$ cat config.mk
export PLATFORM = sky130hd
export DESIGN_NAME = latch_map_gen_flat
export DESIGN_NICKNAME = d
export VERILOG_FILES = /design/src/rtl/latch_map_gen_if.sv /design/src/rtl/latch_map_gen.sv /design/src/flat_wrapper.sv
export SDC_FILE = /design/constraint.sdc
export NUM_CORES = 1
export LEC_CHECK = 0
export ABC_AREA = 1
export BUFFER_PORTS_ARGS = -buffer_cell sky130_fd_sc_hd__clkbuf_2
export CORE_MARGIN = 5
export CORE_UTILIZATION = 34
export DETAILED_ROUTE_END_ITERATION = 10
export PLACE_DENSITY = 0.79
export RECOVER_POWER = 25
export SLEW_MARGIN = 15
export SYNTH_ARGS = -nofsm -noshare
export SYNTH_HDL_FRONTEND = slang
export SYNTH_SLANG_ARGS = --single-unit
$ cat constraint.sdc
create_clock -name m2 -period 1.3 [get_ports m2]
set_clock_uncertainty 0.15 [all_clocks]
set_input_delay 0.065 -clock m2 [delete_from_list [all_inputs] [get_ports m2]]
set_output_delay 0.065 -clock m2 [all_outputs]
set_load 0.02 [all_outputs]
$ cat src/rtl/latch_map_gen_if.sv
// CPU/PPU bus bundle between the cartridge slot and the latch_map_gen mapper core.
// Widths track the mapper's inner/outer bank parameters.
interface latch_map_gen_if #(
  parameter int PRG_BW   = 2,
  parameter int CHR_BW   = 3,
  parameter int OUTER_BW = 2
);
  logic [15:0]                    cpu_addr;
  logic [7:0]                     cpu_dat;
  logic                           cpu_rw;
  logic                           cpu_ce;
  logic [7:0]                     prg_dout;
  logic [13:0]                    ppu_addr;
  logic                           cfg_mir_v;
  logic                           ss_act;
  logic                           ss_we;
  logic [7:0]                     ss_addr;
  logic [15+PRG_BW+OUTER_BW-1:0]  prg_addr;
  logic [13+CHR_BW+OUTER_BW-1:0]  chr_addr;
  logic                           ciram_a10;
  logic [7:0]                     ss_rdat;
  logic                           locked;

  modport master (
    output cpu_addr, cpu_dat, cpu_rw, cpu_ce, prg_dout, ppu_addr, cfg_mir_v,
           ss_act, ss_we, ss_addr,
    input  prg_addr, chr_addr, ciram_a10, ss_rdat, locked
  );

  modport slave (
    input  cpu_addr, cpu_dat, cpu_rw, cpu_ce, prg_dout, ppu_addr, cfg_mir_v,
           ss_act, ss_we, ss_addr,
    output prg_addr, chr_addr, ciram_a10, ss_rdat, locked
  );
endinterface

$ cat src/rtl/latch_map_gen.sv
// Parametrised discrete-latch NES mapper: inner PRG/CHR/mirroring latch, lockable outer bank,
// save-state port. Optional bus-conflict emulation enabled by LATCH_MAP_BUS_CONFLICT_EN.
//
// state  | meaning
// OPEN   | outer bank register accepts $5000-$5FFF writes
// LOCKED | outer bank frozen until reset or save-state restore
module latch_map_gen #(
  parameter int       PRG_BW   = 2,
  parameter int       CHR_BW   = 3,
  parameter int       SRC      = 0,
  parameter int       PRG_WIN  = 32,
  parameter int       MIR_CTL  = 1,
  parameter int       OUTER_BW = 2,
  parameter bit [7:0] MAP_IDX  = 8'd216
) (
  input logic          m2,
  input logic          map_rst_n,
  latch_map_gen_if.slave bus
);
  localparam int LW  = PRG_BW + CHR_BW + 1;
  localparam int OW  = (OUTER_BW > 0) ? OUTER_BW : 1;
  localparam int PAW = 15 + PRG_BW + OUTER_BW;
  localparam int CAW = 13 + CHR_BW + OUTER_BW;

  if (PRG_BW < 1 || PRG_BW > 6) begin : g_bad_prg
    $error("latch_map_gen: PRG_BW out of range 1..6");
  end
  if (CHR_BW < 1 || CHR_BW > 6) begin : g_bad_chr
    $error("latch_map_gen: CHR_BW out of range 1..6");
  end
  if (OUTER_BW < 0 || OUTER_BW > 4) begin : g_bad_outer
    $error("latch_map_gen: OUTER_BW out of range 0..4");
  end
  if ((SRC == 1 && LW > 8) || (SRC == 0 && LW > 15)) begin : g_bad_lw
    $error("latch_map_gen: latch word too wide for the selected source");
  end
  if (PRG_WIN != 16 && PRG_WIN != 32) begin : g_bad_win
    $error("latch_map_gen: PRG_WIN must be 16 or 32");
  end

  typedef enum logic {OPEN = 1'b0, LOCKED = 1'b1} lock_t;

  lock_t             state, state_nxt;
  logic [LW-1:0]     lat, lat_nxt;
  logic [OW-1:0]     outer, outer_nxt;
  logic [OW-1:0]     dat_outer;
  logic [7:0]        eff_dat;
  logic [14:0]       src_val;
  logic [14:0]       lx;
  logic [14:0]       lx_w;
  logic [PRG_BW-1:0] prg;
  logic [CHR_BW-1:0] chr;
  logic [PRG_BW-1:0] bank;

`ifdef LATCH_MAP_BUS_CONFLICT_EN
  // The ROM drives the bus during the write, so open-drain style AND with its output.
  assign eff_dat = (SRC == 1) ? (bus.cpu_dat & bus.prg_dout) : bus.cpu_dat;
`else
  assign eff_dat = bus.cpu_dat;
`endif

  assign src_val   = (SRC == 0) ? bus.cpu_addr[14:0] : {7'b0, eff_dat};
  assign dat_outer = (OUTER_BW > 0) ? bus.cpu_dat[OW-1:0] : '0;
  assign lx        = 15'(lat);
  assign prg       = lat[PRG_BW-1:0];
  assign chr       = lat[PRG_BW+CHR_BW-1:PRG_BW];

  always_ff @(negedge m2 or negedge map_rst_n) begin
    if (!map_rst_n) begin
      state <= OPEN;
      lat   <= '0;
      outer <= '0;
    end else begin
      state <= state_nxt;
      lat   <= lat_nxt;
      outer <= outer_nxt;
    end
  end

  always_comb begin
    state_nxt = state;
    lat_nxt   = lat;
    outer_nxt = outer;
    lx_w      = lx;
    if (bus.ss_act) begin
      if (bus.ss_we) begin
        case (bus.ss_addr)
          8'd0: begin
            lx_w[7:0] = bus.cpu_dat;
            lat_nxt   = lx_w[LW-1:0];
          end
          8'd1: begin
            lx_w[14:8] = bus.cpu_dat[6:0];
            lat_nxt    = lx_w[LW-1:0];
          end
          8'd2: begin
            state_nxt = lock_t'(bus.cpu_dat[7]);
            outer_nxt = dat_outer;
          end
          default: ;
        endcase
      end
    end else if (!bus.cpu_rw) begin
      if (!bus.cpu_ce) begin
        lat_nxt = src_val[LW-1:0];
      end else if (bus.cpu_addr[15:12] == 4'h5 && state == OPEN) begin
        outer_nxt = dat_outer;
        if (bus.cpu_dat[7]) state_nxt = LOCKED;
      end
    end
  end

  always_comb begin
    bank = bus.cpu_addr[14] ? '1 : prg;
    if (PRG_WIN == 16) begin
      bus.prg_addr = (PAW'(outer) << (14 + PRG_BW)) | (PAW'(bank) << 14)
                   | PAW'(bus.cpu_addr[13:0]);
    end else begin
      bus.prg_addr = (PAW'(outer) << (15 + PRG_BW)) | (PAW'(prg) << 15)
                   | PAW'(bus.cpu_addr[14:0]);
    end
  end

  assign bus.chr_addr = (CAW'(outer) << (13 + CHR_BW)) | (CAW'(chr) << 13)
                      | CAW'(bus.ppu_addr[12:0]);

  assign bus.ciram_a10 = (MIR_CTL != 0)
                       ? (lat[LW-1] ? bus.ppu_addr[11] : bus.ppu_addr[10])
                       : (bus.cfg_mir_v ? bus.ppu_addr[10] : bus.ppu_addr[11]);

  assign bus.locked = (state == LOCKED);

  always_comb begin
    case (bus.ss_addr)
      8'd0:    bus.ss_rdat = lx[7:0];
      8'd1:    bus.ss_rdat = {1'b0, lx[14:8]};
      8'd2:    bus.ss_rdat = {(state == LOCKED), 3'b0, 4'(outer)};
      8'd127:  bus.ss_rdat = MAP_IDX;
      default: bus.ss_rdat = 8'hFF;
    endcase
  end

  // Inputs only consumed in some parameter/macro combinations.
  logic unused;
  assign unused = ^{bus.prg_dout, bus.cfg_mir_v, bus.ppu_addr[13], src_val, lx_w};
endmodule
$ cat src/flat_wrapper.sv
// flat-port wrapper written by rule: the top's interface ports become plain ports
module latch_map_gen_flat 
#(
  parameter int       PRG_BW   = 2,
  parameter int       CHR_BW   = 3,
  parameter int       SRC      = 0,
  parameter int       PRG_WIN  = 32,
  parameter int       MIR_CTL  = 1,
  parameter int       OUTER_BW = 2,
  parameter bit [7:0] MAP_IDX  = 8'd216
)
  (m2, map_rst_n, bus_cpu_addr, bus_cpu_dat, bus_cpu_rw, bus_cpu_ce, bus_prg_dout, bus_ppu_addr, bus_cfg_mir_v, bus_ss_act, bus_ss_we, bus_ss_addr, bus_prg_addr, bus_chr_addr, bus_ciram_a10, bus_ss_rdat, bus_locked);
  latch_map_gen_if #(.PRG_BW(PRG_BW), .CHR_BW(CHR_BW), .OUTER_BW(OUTER_BW)) bus_i ();
  input logic m2;
  input logic map_rst_n;
  input wire logic [$bits(bus_i.cpu_addr)-1:0] bus_cpu_addr;
  input wire logic [$bits(bus_i.cpu_dat)-1:0] bus_cpu_dat;
  input wire logic [$bits(bus_i.cpu_rw)-1:0] bus_cpu_rw;
  input wire logic [$bits(bus_i.cpu_ce)-1:0] bus_cpu_ce;
  input wire logic [$bits(bus_i.prg_dout)-1:0] bus_prg_dout;
  input wire logic [$bits(bus_i.ppu_addr)-1:0] bus_ppu_addr;
  input wire logic [$bits(bus_i.cfg_mir_v)-1:0] bus_cfg_mir_v;
  input wire logic [$bits(bus_i.ss_act)-1:0] bus_ss_act;
  input wire logic [$bits(bus_i.ss_we)-1:0] bus_ss_we;
  input wire logic [$bits(bus_i.ss_addr)-1:0] bus_ss_addr;
  output wire logic [$bits(bus_i.prg_addr)-1:0] bus_prg_addr;
  output wire logic [$bits(bus_i.chr_addr)-1:0] bus_chr_addr;
  output wire logic [$bits(bus_i.ciram_a10)-1:0] bus_ciram_a10;
  output wire logic [$bits(bus_i.ss_rdat)-1:0] bus_ss_rdat;
  output wire logic [$bits(bus_i.locked)-1:0] bus_locked;
  assign bus_i.cpu_addr = bus_cpu_addr;
  assign bus_i.cpu_dat = bus_cpu_dat;
  assign bus_i.cpu_rw = bus_cpu_rw;
  assign bus_i.cpu_ce = bus_cpu_ce;
  assign bus_i.prg_dout = bus_prg_dout;
  assign bus_i.ppu_addr = bus_ppu_addr;
  assign bus_i.cfg_mir_v = bus_cfg_mir_v;
  assign bus_i.ss_act = bus_ss_act;
  assign bus_i.ss_we = bus_ss_we;
  assign bus_i.ss_addr = bus_ss_addr;
  assign bus_prg_addr = bus_i.prg_addr;
  assign bus_chr_addr = bus_i.chr_addr;
  assign bus_ciram_a10 = bus_i.ciram_a10;
  assign bus_ss_rdat = bus_i.ss_rdat;
  assign bus_locked = bus_i.locked;
  latch_map_gen #(.PRG_BW(PRG_BW), .CHR_BW(CHR_BW), .SRC(SRC), .PRG_WIN(PRG_WIN), .MIR_CTL(MIR_CTL), .OUTER_BW(OUTER_BW), .MAP_IDX(MAP_IDX)) u_core (.m2(m2), .map_rst_n(map_rst_n), .bus(bus_i));
endmodule
==> results.py, run 1 <==
metrics = {
    "clock_network": {
        "clock_latency_ns": 0.27,
        "h-tree-depth": 1,
        "cts_root_buf": "clkbuf_4",
        "clock_sinks": 9,
        "path_clk_slew_ns": 0.05,
        "cts_inserted_buffers": 3,
        "cts_buffer_depth": 2,
        "tritoncts": "done",
    },
    "worst_setup_path": {
        "cp_slowest_cell": "dfrtn_1",
        "max_stage_delay_ns": 0.44,
        "crit_chain": "mux2_4 > buf_6",
        "r2r-start": "u_core.bus.locked",
        "startpoint_type": "flop",
        "cp.required_ns": 1.09,
        "cp.arrival_ns": 1.81,
        "crit_type": "flop to output port",
        "crit_fanout": 2,
        "worstSetupStartpoint": "u_core.lat[5]",
        "cp-end-kind": "output port",
    },
    "synthesis": {
        "synth_warnings": 0,
        "syn_inst": 153,
        "synth_edf_count": 0,
        "yosysUniqueCellTypes": 19,
        "synth_largest_area_cell": "buf_4",
        "syn_area_per_cell_um2": 6.42,
        "synthArstFlopShare_pct": 100,
        "ys.flop_type": "dfrtn_1",
        "synthMostInstantiatedCell": "nand2_1",
        "synth_common_cells": "nand2_1 (64), buf_4 (35), nand3_1 (12)",
        "synth-seq-cells": 9,
        "synth_area_um2": 982,
        "yosys-top-cells-area": "buf_4 (27%), nand2_1 (24%), dfrtn_1 (23%), nand3_1 (6.1%), inv_1 (3.1%)",
        "synth_nets": 214,
        "synth_top_area_share_pct": 26.8,
        "seq_area_frac_synth_pct": 22.9,
    },
    "timing": {
        "worst_pin_slew_ns": 0.262,
        "relSlewSlack_pct": 82.6,
        "grt_setup_unrepaired": "true",
        "worst_slack_ns": -0.726,
        "finalMaxSlewViolations": 0,
        "finalHoldViolCount": 0,
        "worst_hold_slack_ns": 0.0220,
        "finalSetupViolations": 27,
    },
    "power_and_ir_drop": {
        "powerDensity_mw_per_mm2": 768,
        "max-vdd-ir-drop_mv": 0.581,
        "cellLeakagePower_uw": 0.000959,
    },
    "die": {
        "die_w_um": 63.7,
        "die_area_mm2": 0.00406,
        "num_rows": 19,
        "fp.coreArea_mm2": 0.00276,
        "pin_count": 108,
        "start_util_pct": 35.6,
        "dieHeight_um": 63.7,
    },
    "detailed_routing": {
        "postRouteAntennaNets": 0,
        "vias": 1226,
        "dr.pass1.iters": 4,
        "wl_per_cell_um": 13.0,
        "initialDrtViolationCount": 46,
        "post_drt_via_cell_ratio": 4.66,
        "drc": 0,
        "routed_wl_um": 3420,
    },
    "placed_design": {
        "placed_area_mm2": 0.00129,
        "gp_congestion": 0.774,
        "pre_cts_slack_ns": -0.459,
        "port_buffers": 62,
        "dpl.hpwl_um": 2230,
        "dpl.cell_count": 230,
    },
    "global_routing": {
        "grt_overflow": 0,
        "antenna_found_initial": 0,
        "grt_usage_pct": 16.0,
        "grt_pass1_vias": 1238,
        "grt_max_degree": 10,
        "grt_first_pass_wirelength_um": 5350,
    },
    "layout": {
        "syn_to_final_growth_pct": 91.6,
        "drive_gt1_share_pct": 54.7,
        "fin_nets": 294,
        "antenna_cells": 0,
        "final_area_mm2": 0.00188,
        "fin_util_pct": 68.2,
        "instances_no_fill": 263,
    },
    "run_status": {
        "status": "finished, violations left",
        "violations": "setup timing",
    },
    "min_path": {
        "hold_class": "input port to asynchronous set/reset pin",
    },
    "run": {
        "drv_cap": 0,
    },
}
placed cells by master (no fill, tap or decap), types with 9 or more instances in the layout:
master and count:
buf_6 10, buf_8 19, clkbuf_2 27, nand2_1 46
clkbuf_1 10, nand3_1 9, dlygate4sd3_1 17, buf_4 25
nand2_2 19, dfrtn_1 9
per-stage QoR:
stage	setup TNS, ns	total power (µW)
after global routing	-12.34	1540
after floorplan	-5.69	788
after global placement	-8.42	863
after CTS	-10.98	1340
after detailed placement	-8.64	870
final	-11.12	1440
repair_timing:
item,CTS,global route
pin swaps,14,23
buffers inserted,6,6
hold buffers,17,0
hold endpoints to repair,17,0
gates resized for setup,47,45
setup endpoints to repair,27,28
cell type report:
class	count	area, µm²
Clock buffer	4	26.3
Fill cell	210	876
Inverter	8	30.0
Multi-Input combinational cell	100	571
Sequential cell	9	225
Tap cell	31	38.8
Timing Repair Buffer	111	991
kinds of logic (layout without fill, tap and decap cells):
kind of cell | after synthesis | count (layout) | synth area share [%]
buffers and inverters | 44 | 123 | 31.2
DFF | 9 | 9 | 22.9
and+or+nand+nor | 97 | 97 | 43.3
muxes | 1 | 1 | 1.15
AOI/OAI and AO/OA | 2 | 2 | 1.40
state kept, by name, summed over array words and instances, names as in the netlist:
register	count
u_core.lat	6
u_core.bus.locked	1
u_core.outer	2
critical path: cells and delay by family, from the launching register on:
family | cells | cell delay (ns)
muxes | 1 | 0.31
buffers and inverters | 1 | 0.13
DFF | 1 | 0.44
path summary, 6_finish.rpt:
path,cells past startpoint,endpoint,slack [ns]
setup / recovery,2,bus_ciram_a10,-0.73
hold / removal,1,u_core.lat[1],0.02
setup reg to reg,8,u_core.outer[0],-0.13
hold reg to reg,2,u_core.lat[3],0.34
max in group asynchronous,1,u_core.lat[0],0.76
min in group m2,2,bus_chr_addr[11],0.21
report_power, final:
group / internal (µW) / leakage [µW] / switching [µW]
combinational: 467 / 0.000831 / 381
clock: 119 / 0.0000150 / 101
sequential: 334 / 0.000112 / 43.0
routing by layer:
layer / vias up / GRT usage (%) / part of all wire (%)
met1: 542 / 17.3 / 36
met2: 68 / 29.3 / 53
met4: 0 / 7.27 / 3.1
met5: - / 0 / 0
met3: 10 / 3.50 / 8.4
li1: 606 / - / -
(Power assumes the default switching activity.)
==> inputs of run 2 (changes only) <==
- CORE_ASPECT_RATIO: default -> 1.4
==> run 2 against run 1 <==
  * The run still ends with setup timing left
  * Utilization up 1.9 points
  * First-iteration DRC count shrank 67%
  * Count of clock-buffer cells in the layout did not move
  * Global-route usage decreased by 0.39 points
  * Power grew 10%
  * Largest power group unchanged
  * Final area grew 5.1%
==> results.py, run 2 (synthesis gave the netlist of run 1 again) <==
metrics = {
    "global_routing": {
        "grt_max_degree": 10,
        "grt_first_pass_wirelength_um": 5100,
        "grt_overflow": 0,
        "grt_pass1_vias": 1203,
        "grt_usage_pct": 15.6,
        "antenna_found_initial": 0,
    },
    "detailed_routing": {
        "initialDrtViolationCount": 15,
        "wl_per_cell_um": 13.6,
        "dr.pass1.iters": 4,
        "vias": 1207,
        "drc": 0,
        "post_drt_via_cell_ratio": 4.49,
        "postRouteAntennaNets": 0,
        "routed_wl_um": 3660,
    },
    "die": {
        "die_w_um": 55.4,
        "start_util_pct": 34.8,
        "die_area_mm2": 0.00408,
        "num_rows": 23,
        "fp.coreArea_mm2": 0.00282,
        "dieHeight_um": 73.6,
        "pin_count": 108,
    },
    "power_and_ir_drop": {
        "pwr-share-comb_pct": 55.8,
        "clockPowerShare_pct": 20.2,
        "powerDensity_mw_per_mm2": 807,
        "p_sw_share_pct": 35.2,
        "p_sw_uw": 561,
        "max-vdd-ir-drop_mv": 0.459,
        "cellLeakagePower_uw": 0.000972,
        "internal_power_uw": 1030,
        "sequentialPowerShare_pct": 24.0,
    },
    "placed_design": {
        "dpl.hpwl_um": 2230,
        "port_buffers": 62,
        "pre_cts_slack_ns": -0.493,
        "placed_area_mm2": 0.00128,
        "gp_congestion": 0.706,
        "dpl.cell_count": 234,
    },
    "layout": {
        "mostFrequentLayoutCell": "nand2_1",
        "largest_reg_flops": 6,
        "top_register": "u_core.lat",
        "instances_no_fill": 269,
        "fin_util_pct": 70.1,
        "antenna_cells": 0,
        "final_area_mm2": 0.00198,
        "fin_nets": 294,
        "syn_to_final_growth_pct": 101,
        "final_cell_mix": "nand2_1 (44), clkbuf_2 (25), buf_4 (24)",
        "drive_gt1_share_pct": 56.9,
    },
    "clock_network": {
        "clock_sinks": 9,
        "cts_buffer_depth": 2,
        "h-tree-depth": 1,
        "path_clk_slew_ns": 0.03,
        "cts_inserted_buffers": 3,
        "clock_latency_ns": 0.25,
        "cts_root_buf": "clkbuf_8",
        "tritoncts": "done",
    },
    "timing": {
        "relSlewSlack_pct": 82.2,
        "grt_setup_unrepaired": "true",
        "worst_hold_slack_ns": 0.0461,
        "finalHoldViolCount": 0,
        "worst_pin_slew_ns": 0.268,
        "finalSetupViolations": 27,
        "finalMaxSlewViolations": 0,
        "worst_slack_ns": -0.690,
    },
    "worst_setup_path": {
        "crit_chain": "mux2_4 > buf_6",
        "cp-end-kind": "output port",
        "cp_slowest_cell": "dfrtn_1",
        "cp.required_ns": 1.09,
        "reg2reg_depth": 7,
        "cp.arrival_ns": 1.78,
        "crit_fanout": 2,
        "max_stage_delay_ns": 0.43,
        "crit_type": "flop to output port",
        "startpoint_type": "flop",
    },
    "run": {
        "drv_cap": 0,
    },
    "run_status": {
        "status": "finished, violations left",
        "violations": "setup timing",
    },
    "min_path": {
        "hold_class": "input port to asynchronous set/reset pin",
    },
}
[run 2: worst paths after layout]
kind	startpoint	end	slack (ns)
max reg2reg	u_core.bus.locked	u_core.outer[1]	-0.11
min	map_rst_n	u_core.bus.locked	0.05
min reg2reg	u_core.lat[5]	u_core.lat[5]	0.41
min in group m2	bus_cpu_addr[1]	bus_prg_addr[1]	0.22
max in group asynchronous	map_rst_n	u_core.lat[3]	0.73
max	u_core.lat[5]	bus_ciram_a10	-0.69
[run 2: stage by stage]
step,power [µW],TNS [ns]
6_report,1600,-11.22
5_1_grt,1690,-12.44
4_1_cts,1440,-11.01
3_5_place_dp,869,-8.97
3_3_place_gp,861,-8.66
2_1_floorplan,788,-5.69
[run 2: area by class of cell]
type	instances	area, µm²
multi-input combinational	100	613
tap	37	46.3
timing repair buffer	111	1010
clock buffer	4	45.0
fill	212	842
sequential	9	225
inverter	8	36.3
[run 2: layer usage]
layer | global-route usage, % | up-vias | routed length [µm]
met5 | 0 | - | 0
met4 | 7.57 | 0 | 87
met3 | 1.76 | 9 | 203
met2 | 31.7 | 58 | 2090
met1 | 15.4 | 540 | 1280
li1 | - | 600 | -
[run 2: power by group through the flow]
stage	clock network (µW)	registers, µW	logic [µW]
floorplan	0	402	386
global placement	0	375	487
detailed placement	0	375	493
CTS	330	377	737
global route	346	388	951
finish	323	382	891
[run 2: what timing repair did]
| item | CTS | global route |
|---|---|---|
| setup buffers | 6 | 8 |
| hold buffers | 17 | 0 |
| setup endpoints to repair | 27 | 28 |
| pin swaps | 16 | 27 |
| resized for setup | 51 | 58 |
| hold endpoints to repair | 17 | 0 |
[run 2: critical path: cells and delay by family (launching register included)]
| family | cells | cell delay (ns) |
|---|---|---|
| mux | 1 | 0.31 |
| flops | 1 | 0.43 |
| buf+inv | 1 | 0.13 |
==> inputs of run 3 (changes only) <==
==> constraint.sdc (replaced) <==
create_clock -name m2 -period 1.3 [get_ports m2]
set_clock_uncertainty 0.15 [all_clocks]
set_input_delay 0.065 -clock m2 [delete_from_list [all_inputs] [get_ports m2]]
set_output_delay 0.065 -clock m2 [all_outputs]
set_load 0.05 [all_outputs]
==> run 3 against run 2 <==
  * Largest cell class unchanged
  * Largest power group unchanged
  * The flow still finishes with violations (setup timing)
  * Worst setup slack lost 0.026 ns
  * Clock power grew 2%
  * Die area is the same
==> results.py, run 3 (synthesis gave the netlist of run 1 again) <==
metrics = {
    "worst_setup_path": {
        "worstSetupStartpoint": "u_core.lat[5]",
        "crit_type": "flop to output port",
        "startpoint_type": "flop",
        "cp.required_ns": 1.09,
        "crit_fanout": 2,
        "cp.arrival_ns": 1.80,
        "cp-end-kind": "output port",
        "max_stage_delay_ns": 0.43,
        "r2r-start": "u_core.bus.locked",
        "cp_slowest_cell": "dfrtn_1",
        "crit_chain": "mux2_4 > buf_8",
    },
    "clock_network": {
        "cts_root_buf": "clkbuf_8",
        "cts_inserted_buffers": 3,
        "path_clk_slew_ns": 0.04,
        "tritoncts": "done",
        "h-tree-depth": 1,
        "clock_sinks": 9,
        "clock_latency_ns": 0.25,
        "cts_buffer_depth": 2,
    },
    "die": {
        "die_area_mm2": 0.00408,
        "start_util_pct": 34.8,
        "die_w_um": 55.4,
        "num_rows": 23,
        "fp.coreArea_mm2": 0.00282,
        "pin_count": 108,
        "dieHeight_um": 73.6,
    },
    "global_routing": {
        "grt_overflow": 0,
        "grt_max_degree": 10,
        "grt_first_pass_wirelength_um": 6160,
        "grt_pass1_vias": 1386,
        "antenna_found_initial": 0,
        "grt_usage_pct": 19.0,
    },
    "timing": {
        "worst_hold_slack_ns": 0.138,
        "worst_slack_ns": -0.717,
        "finalMaxSlewViolations": 0,
        "worst_pin_slew_ns": 0.525,
        "finalHoldViolCount": 0,
        "relSlewSlack_pct": 64.9,
        "finalSetupViolations": 27,
        "grt_setup_unrepaired": "true",
    },
    "run_status": {
        "violations": "setup timing",
        "status": "finished, violations left",
    },
    "layout": {
        "top_register": "u_core.lat",
        "fin_util_pct": 78.9,
        "mostFrequentLayoutCell": "nand2_1",
        "final_area_mm2": 0.00222,
        "syn_to_final_growth_pct": 126,
        "largest_reg_flops": 6,
        "final_cell_mix": "nand2_1 (36), clkbuf_2 (33), buf_4 (30)",
        "n_fill_cell": 156,
        "drive_gt1_share_pct": 65.6,
        "fin_nets": 303,
        "antenna_cells": 0,
    },
    "power_and_ir_drop": {
        "cellLeakagePower_uw": 0.00111,
        "clockPowerShare_pct": 16.3,
        "sequentialPowerShare_pct": 19.3,
        "p_sw_uw": 892,
        "pwr-share-comb_pct": 64.4,
        "max-vdd-ir-drop_mv": 0.801,
        "p_sw_share_pct": 44.0,
        "powerDensity_mw_per_mm2": 912,
        "internal_power_uw": 1140,
    },
    "placed_design": {
        "dpl.hpwl_um": 2430,
        "port_buffers": 62,
        "pre_cts_slack_ns": -0.510,
        "placed_area_mm2": 0.00155,
        "gp_congestion": 0.800,
    },
    "detailed_routing": {
        "drc": 0,
        "dr.pass1.iters": 4,
        "vias": 1329,
        "routed_wl_um": 5160,
        "initialDrtViolationCount": 58,
        "postRouteAntennaNets": 0,
        "post_drt_via_cell_ratio": 4.78,
        "wl_per_cell_um": 18.5,
    },
    "run": {
        "drv_cap": 0,
    },
    "min_path": {
        "hold_class": "input port to asynchronous set/reset pin",
    },
}
-- run 3: changes by cell type in the layout (fill, tap and decap cells not counted), sizes merged --
cell	previous run	this run
inv	7	8
clkinvlp	1	0
buf	57	63
clkbuf	41	44
-- run 3: layout make-up --
| cell class | count | area (µm²) | area share, % |
|---|---|---|---|
| timing repair buffer | 120 | 1210 | 54.5 |
| multi-input combinational | 100 | 661 | 29.7 |
| sequential | 9 | 225 | 10.1 |
| tap | 37 | 46.3 | 2.08 |
| clock buffer | 4 | 45.0 | 2.02 |
| inverter | 8 | 35.0 | 1.57 |
-- run 3: worst paths after layout --
path	endpoint	cells past startpoint	slack [ns]
max	bus_ciram_a10	2	-0.72
min	u_core.lat[0]	1	0.14
max reg2reg	u_core.outer[0]	7	-0.26
min reg2reg	u_core.lat[5]	3	0.44
max in group asynchronous	u_core.lat[4]	1	0.49
min in group m2	bus_prg_addr[5]	2	0.30
-- run 3: repair_timing --
action | in CTS | in global routing
resized for setup | 39 | 52
setup endpoints to repair | 28 | 28
hold buffers | 17 | 0
setup buffers | 7 | 11
pin swaps | 17 | 27
endpoints found under the hold margin | 17 | 0
-- run 3: worst max-delay path: cells and delay by family (launching register included) --
kind     cells  cell delay [ns]
buf+inv      1             0.15
mux          1             0.32
flops        1             0.43
-- run 3: power groups by stage --
stage | Sequential (µW) | Clock, µW | Combinational (µW)
finish | 391 | 331 | 1310
global route | 394 | 350 | 1350
CTS | 386 | 319 | 1080
detailed placement | 382 | 0 | 802
global placement | 380 | 0 | 789
floorplan | 451 | 0 | 607
-- run 3: through the flow --
stage | setup TNS, ns | instances | total power (µW)
floorplan | -8.32 | 153 | 1060
global placement | -9.84 | 241 | 1170
detailed placement | -10.24 | 241 | 1180
CTS | -11.67 | 269 | 1790
global route | -13.48 | 278 | 2090
finish | -12.80 | 278 | 2030
-- run 3: routing by layer --
metal,wire (µm),vias up,share of wire (%),GRT usage (%)
li1,-,621,-,-
met1,1920,621,37,18.4
met2,2820,77,55,38.9
met3,247,10,4.8,3.16
met4,168,0,3.3,7.84
met5,0,-,0,0
